## config.mk

```make
export PLATFORM = sky130hd
export DESIGN_NAME = tt_um_karthik_serial_subtractor
export DESIGN_NICKNAME = d
export VERILOG_FILES = /design/src/rtl/tt_um_karthik_serial_subtractor.sv
export SDC_FILE = /design/constraint.sdc
export NUM_CORES = 1
export LEC_CHECK = 0
export CAP_MARGIN = 25
export CORE_ASPECT_RATIO = 0.7
export CORE_MARGIN = 4
export CORE_UTILIZATION = 40
export CTS_CLUSTER_SIZE = 40
export DETAILED_ROUTE_END_ITERATION = 10
export GPL_TIMING_DRIVEN = 0
export PLACE_DENSITY = 0.71
export SYNTH_ARGS = -nofsm -noshare
export SYNTH_HDL_FRONTEND = slang
export SYNTH_SLANG_ARGS = --single-unit
```

## constraint.sdc

```tcl
create_clock -name clk -period 2.5 [get_ports clk]
set_input_delay 0.375 -clock clk [delete_from_list [all_inputs] [get_ports clk]]
set_output_delay 0.375 -clock clk [all_outputs]
set_load 0.03 [all_outputs]
```

## src/rtl/tt_um_karthik_serial_subtractor.sv

```systemverilog
// Bit-serial subtractor (A-B mod 2^WIDTH, LSB first) with registered borrow chain, Tiny Tapeout wrapper.
// Optional SERIAL_ADD_MODE_EN: ui_in[4] sampled with start selects serial add (1) or subtract (0) per word.
module tt_um_karthik_serial_subtractor #(
  parameter int WIDTH = 8
) (
  input  logic       clk,
  input  logic       rst_n,
  input  logic       ena,
  input  logic [7:0] ui_in,
  output logic [7:0] uo_out,
  input  logic [7:0] uio_in,
  output logic [7:0] uio_out,
  output logic [7:0] uio_oe
);

  typedef enum logic [1:0] {IDLE, SHIFT, DONE} state_t;

  state_t           state;
  logic             diff_q;
  logic             borrow_q;
  logic             done_q;
  logic             busy_q;
  logic             result_valid;
  logic [3:0]       count;
  logic [WIDTH-1:0] shreg;
  logic [7:0]       result;
`ifdef SERIAL_ADD_MODE_EN
  logic             mode_q;
`endif

  logic             a_bit;
  logic             b_bit;
  logic             start;
  logic             bit_vld;
  logic             accept;
  logic             bin;
  logic             mode_cur;
  logic             d;
  logic             bout;
  logic             last;
  logic [3:0]       bit_idx;
  logic [3:0]       new_count;
  logic [WIDTH-1:0] next_word;

  logic unused_ok;
  assign unused_ok = &{1'b0, ena, uio_in, ui_in[7:4]};

  assign a_bit   = ui_in[0];
  assign b_bit   = ui_in[1];
  assign start   = ui_in[2];
  assign bit_vld = ui_in[3];

  // A start bit always begins a fresh word: bin forced to 0 and partial bits dropped.
  always_comb begin
    accept    = bit_vld && (start || (state == SHIFT));
    bin       = start ? 1'b0 : borrow_q;
    bit_idx   = start ? 4'd0 : count;
    new_count = bit_idx + 4'd1;
    last      = (new_count == 4'(WIDTH));
`ifdef SERIAL_ADD_MODE_EN
    mode_cur  = start ? ui_in[4] : mode_q;
`else
    mode_cur  = 1'b0;
`endif
    d = a_bit ^ b_bit ^ bin;
    if (mode_cur)
      bout = (a_bit & b_bit) | (bin & (a_bit ^ b_bit));
    else
      bout = (~a_bit & b_bit) | (~(a_bit ^ b_bit) & bin);
    next_word = start ? '0 : shreg;
    for (int i = 0; i < WIDTH; i++) begin
      if (bit_idx == 4'(i)) next_word[i] = d;
    end
  end

  always_ff @(posedge clk) begin
    if (!rst_n) begin
      state        <= IDLE;
      diff_q       <= 1'b0;
      borrow_q     <= 1'b0;
      done_q       <= 1'b0;
      busy_q       <= 1'b0;
      count        <= 4'd0;
      shreg        <= '0;
      result       <= 8'h00;
      result_valid <= 1'b0;
`ifdef SERIAL_ADD_MODE_EN
      mode_q       <= 1'b0;
`endif
    end else begin
      done_q <= 1'b0;
      busy_q <= 1'b0;
      if (accept) begin
        diff_q   <= d;
        borrow_q <= bout;
        count    <= new_count;
        shreg    <= next_word;
`ifdef SERIAL_ADD_MODE_EN
        mode_q   <= mode_cur;
`endif
        if (last) begin
          state        <= DONE;
          done_q       <= 1'b1;
          result       <= 8'(next_word);
          result_valid <= 1'b1;
        end else begin
          state  <= SHIFT;
          busy_q <= 1'b1;
        end
      end else if (state == SHIFT) begin
        // Gap in the bit stream: everything holds.
        busy_q <= 1'b1;
      end else begin
        state <= IDLE;
        count <= 4'd0;
      end
    end
  end

  assign uo_out  = {count, busy_q, done_q, borrow_q, diff_q};
  assign uio_out = result;
  assign uio_oe  = {8{result_valid}};

endmodule

```

==> reports/results.ini <==
[die]
die_area_um2=4416
start_util_pct=42.38
rows=17
die_x_um=77.73
die_h_um=56.81
core_area_um2=3212
ios=43

[final_layout]
stdcell_area_um2=1753
fin_cells=234
drive_gt1_share_pct=18.72
layout.nets=210
diodes=0
area_delta_synth_final_pct=28.77

[logic_synthesis]
synth_top_family_by_area=simple AND/OR/NAND/NOR gates
ys_warn_count=0
ys_ff_latch=26
yosys.area.top_type_share_pct=38.24
synth_top_area_cell=dfxtp_1
synth_common_cells=26 x dfxtp_1, 19 x nand2_1, 15 x buf_4
yosys.area_share.simple_pct=25.37
synth-compound-area-share_pct=18.93
synth_edf_count=0
netlist_instances=156
syn_area_per_cell_um2=8.726
ys.flop_type=dfxtp_1
syn_area_um2=1361
synth_xor_area_share_pct=0.6434
synth.mux.area_fraction_pct=0
ys_async_sr_fraction_pct=0
synthAdderAreaFrac_pct=3.309
synth_most_common_cell=dfxtp_1
synthesis.nets=178
ys_seq_area_share_pct=38.24
synth_cell_types=45
synthTopCellsByArea=dfxtp_1 38%, buf_4 8.3%, nand2_1 5.2%

[worst_setup_path]
rr_worst_depth=7
crit_path_max_incr_delay_ps=610
critical_path.startpoint_type=input pin
cp-end-kind=flop
crit_type=in -> reg
cp.arrival_ps=2530
cp_slowest_cell=fa_2
worst_path_most_repeated_cell=clkbuf_4
r2r_start=count[1]
cp.required_ps=2670
reg2reg_slack_ps=770
path_max_fanout=10
r2r_end=uio_out[1]
cp_cell_sequence=clkdlybuf4s50_1, clkbuf_4, clkbuf_4, nor2b_1, fa_2, nand2b_1, o32ai_1, o221a_2

[sta]
setup-violations-final=0
slew_viol_final=0
setup_tns_ps=0
final_hold_viol_count=0
slew_headroom_pct=65.69
setup_ws_ps=139.8
min_period_ps=2360
skew_ps=1.301
rsz0062_at_grt=no
tightest_slew_ps=507.5
fmaxAchievable_mhz=423.7
fin_crit_sh_pct=94.41

[global_route]
grt_pass1_wl_um=5271
grt_overflow=0
grt_usage_pct=14.56
grt_max_degree=15
grt_pass1_vias=1215
grt_antenna_before_repair=0

[place]
hpwlAfterDp_um=2334
place.gp.congestion=0.7936
portBuffers=27
post-place-cells=230
placed_area_um2=1690
dp_slack_ps=-244.1

[pwr]
leakage_uw=0.0006890
power_density_nw_per_um2=455.1
power.total_uw=797.8
vdd.ir_drop.worst_mv=0.2761

[clocking]
numCtsBuffers=3
htreeDepth=1
cts_tree=built
clock_sinks=26
clockRootBuffer=clkbuf_8
cts_setup_buffers=0
clk_latency_ps=270
cts_buffer_depth=2
clkTransAtPathRegs_ps=90

[status]
status=complete, no violations

[routing]
drtIter0Drc=52
ant_nets=0
avgRoutedWirePerCell_um=13.12
wl_um=3071
num_vias=1182
drcViolationCount=0
drtPass1Iterations=4
via_per_inst=5.051

[hold_path]
hp-start=shreg[0]
hold-path-endpoint=uio_out[0]
hold-path-cell-count=2
hold_path_class=reg -> reg

[run]
maxCapViolCount=0

[layout make-up]
class                      instances  area, um2
timing repair buffer              27      270.3
clock buffer                       4      55.05
inverter                           7      26.28
sequential                        26      520.5
multi-input combinational        101      659.4
tap                               47      58.81
buffer                            22      162.7
fill                             298       1459
[sequential cells by signal (all words and copies together), names as in the netlist]
| register | count |
|---|---|
| count | 4 |
| shreg | 7 |
| borrow_q | 1 |
| state | 2 |
| diff_q | 1 |
| result_valid | 1 |
| uio_out | 8 |
| done_q | 1 |
| busy_q | 1 |
[stage by stage]
step,hold WS [ps],util [%]
3_5_place_dp,454.4,52.63
3_3_place_gp,433.1,52.63
2_1_floorplan,423.8,-
6_report,464.8,54.58
4_1_cts,467.1,54.34
5_1_grt,498.2,54.58
[logic make-up after synthesis]
| logic type | after synthesis |
|---|---|
| buffers and inverters | 29 |
| adders and majority gates | 3 |
| AOI/OAI and AO/OA | 35 |
| DFF | 26 |
| xor gates and xnor gates | 1 |
| and+or+nand+nor | 62 |
[layer usage]
metal | vias to the layer above | part of all wire (%) | GRT usage [%]
li1 | 588 | - | -
met1 | 554 | 47 | 18.19
met2 | 38 | 45 | 25.00
met3 | 2 | 6.7 | 4.808
met4 | 0 | 0.36 | 1.777
met5 | - | 0 | 0
[layout by cell type (no fill, tap or decap), types with 3 or more instances in the layout]
cell              n
buf_4            15
nand3_1           4
o32ai_1           4
nand2_1          19
a21oi_1           3
clkdlybuf4s50_1  27
nor2b_1           3
dfxtp_1          26
clkbuf_8          4
nand2b_1          4
nor2_1           12
o21ai_0           6
o22ai_1           5
o21a_1            3
inv_1             7
[what timing repair did]
item | 4_1_cts | 5_1_grt
endpoints found under the setup margin | 0 | 8
hold endpoints to repair | 0 | 0
hold buffers | 0 | 0
resized for setup | 0 | 3
[where the power goes]
group / switching (uW) / internal (uW) / total [uW]
registers: 3.66 / 423 / 427
logic: 57.7 / 42.9 / 101
clock network: 130 / 141 / 270
[how the worst max path moves through the flow]
| stage | cells past startpoint | startpoint | end | slack, ps |
|---|---|---|---|---|
| after floorplan | 7 | ui_in[2] | uio_out[1] | 590 |
| after global placement | 8 | ui_in[2] | uio_out[1] | -190 |
| after detailed placement | 8 | ui_in[2] | uio_out[1] | -240 |
| after CTS | 8 | ui_in[2] | uio_out[1] | 40 |
| after global routing | 8 | ui_in[2] | uio_out[1] | 5 |
| final | 8 | ui_in[2] | uio_out[1] | 140 |
[critical path: cells and delay by family]
family,cells,cell delay (ps)
simple gates,2,210
buf+inv,3,970
fa+ha+maj,1,610
compound gates,2,350
Note: power is estimated with default switching activity, not from simulation.
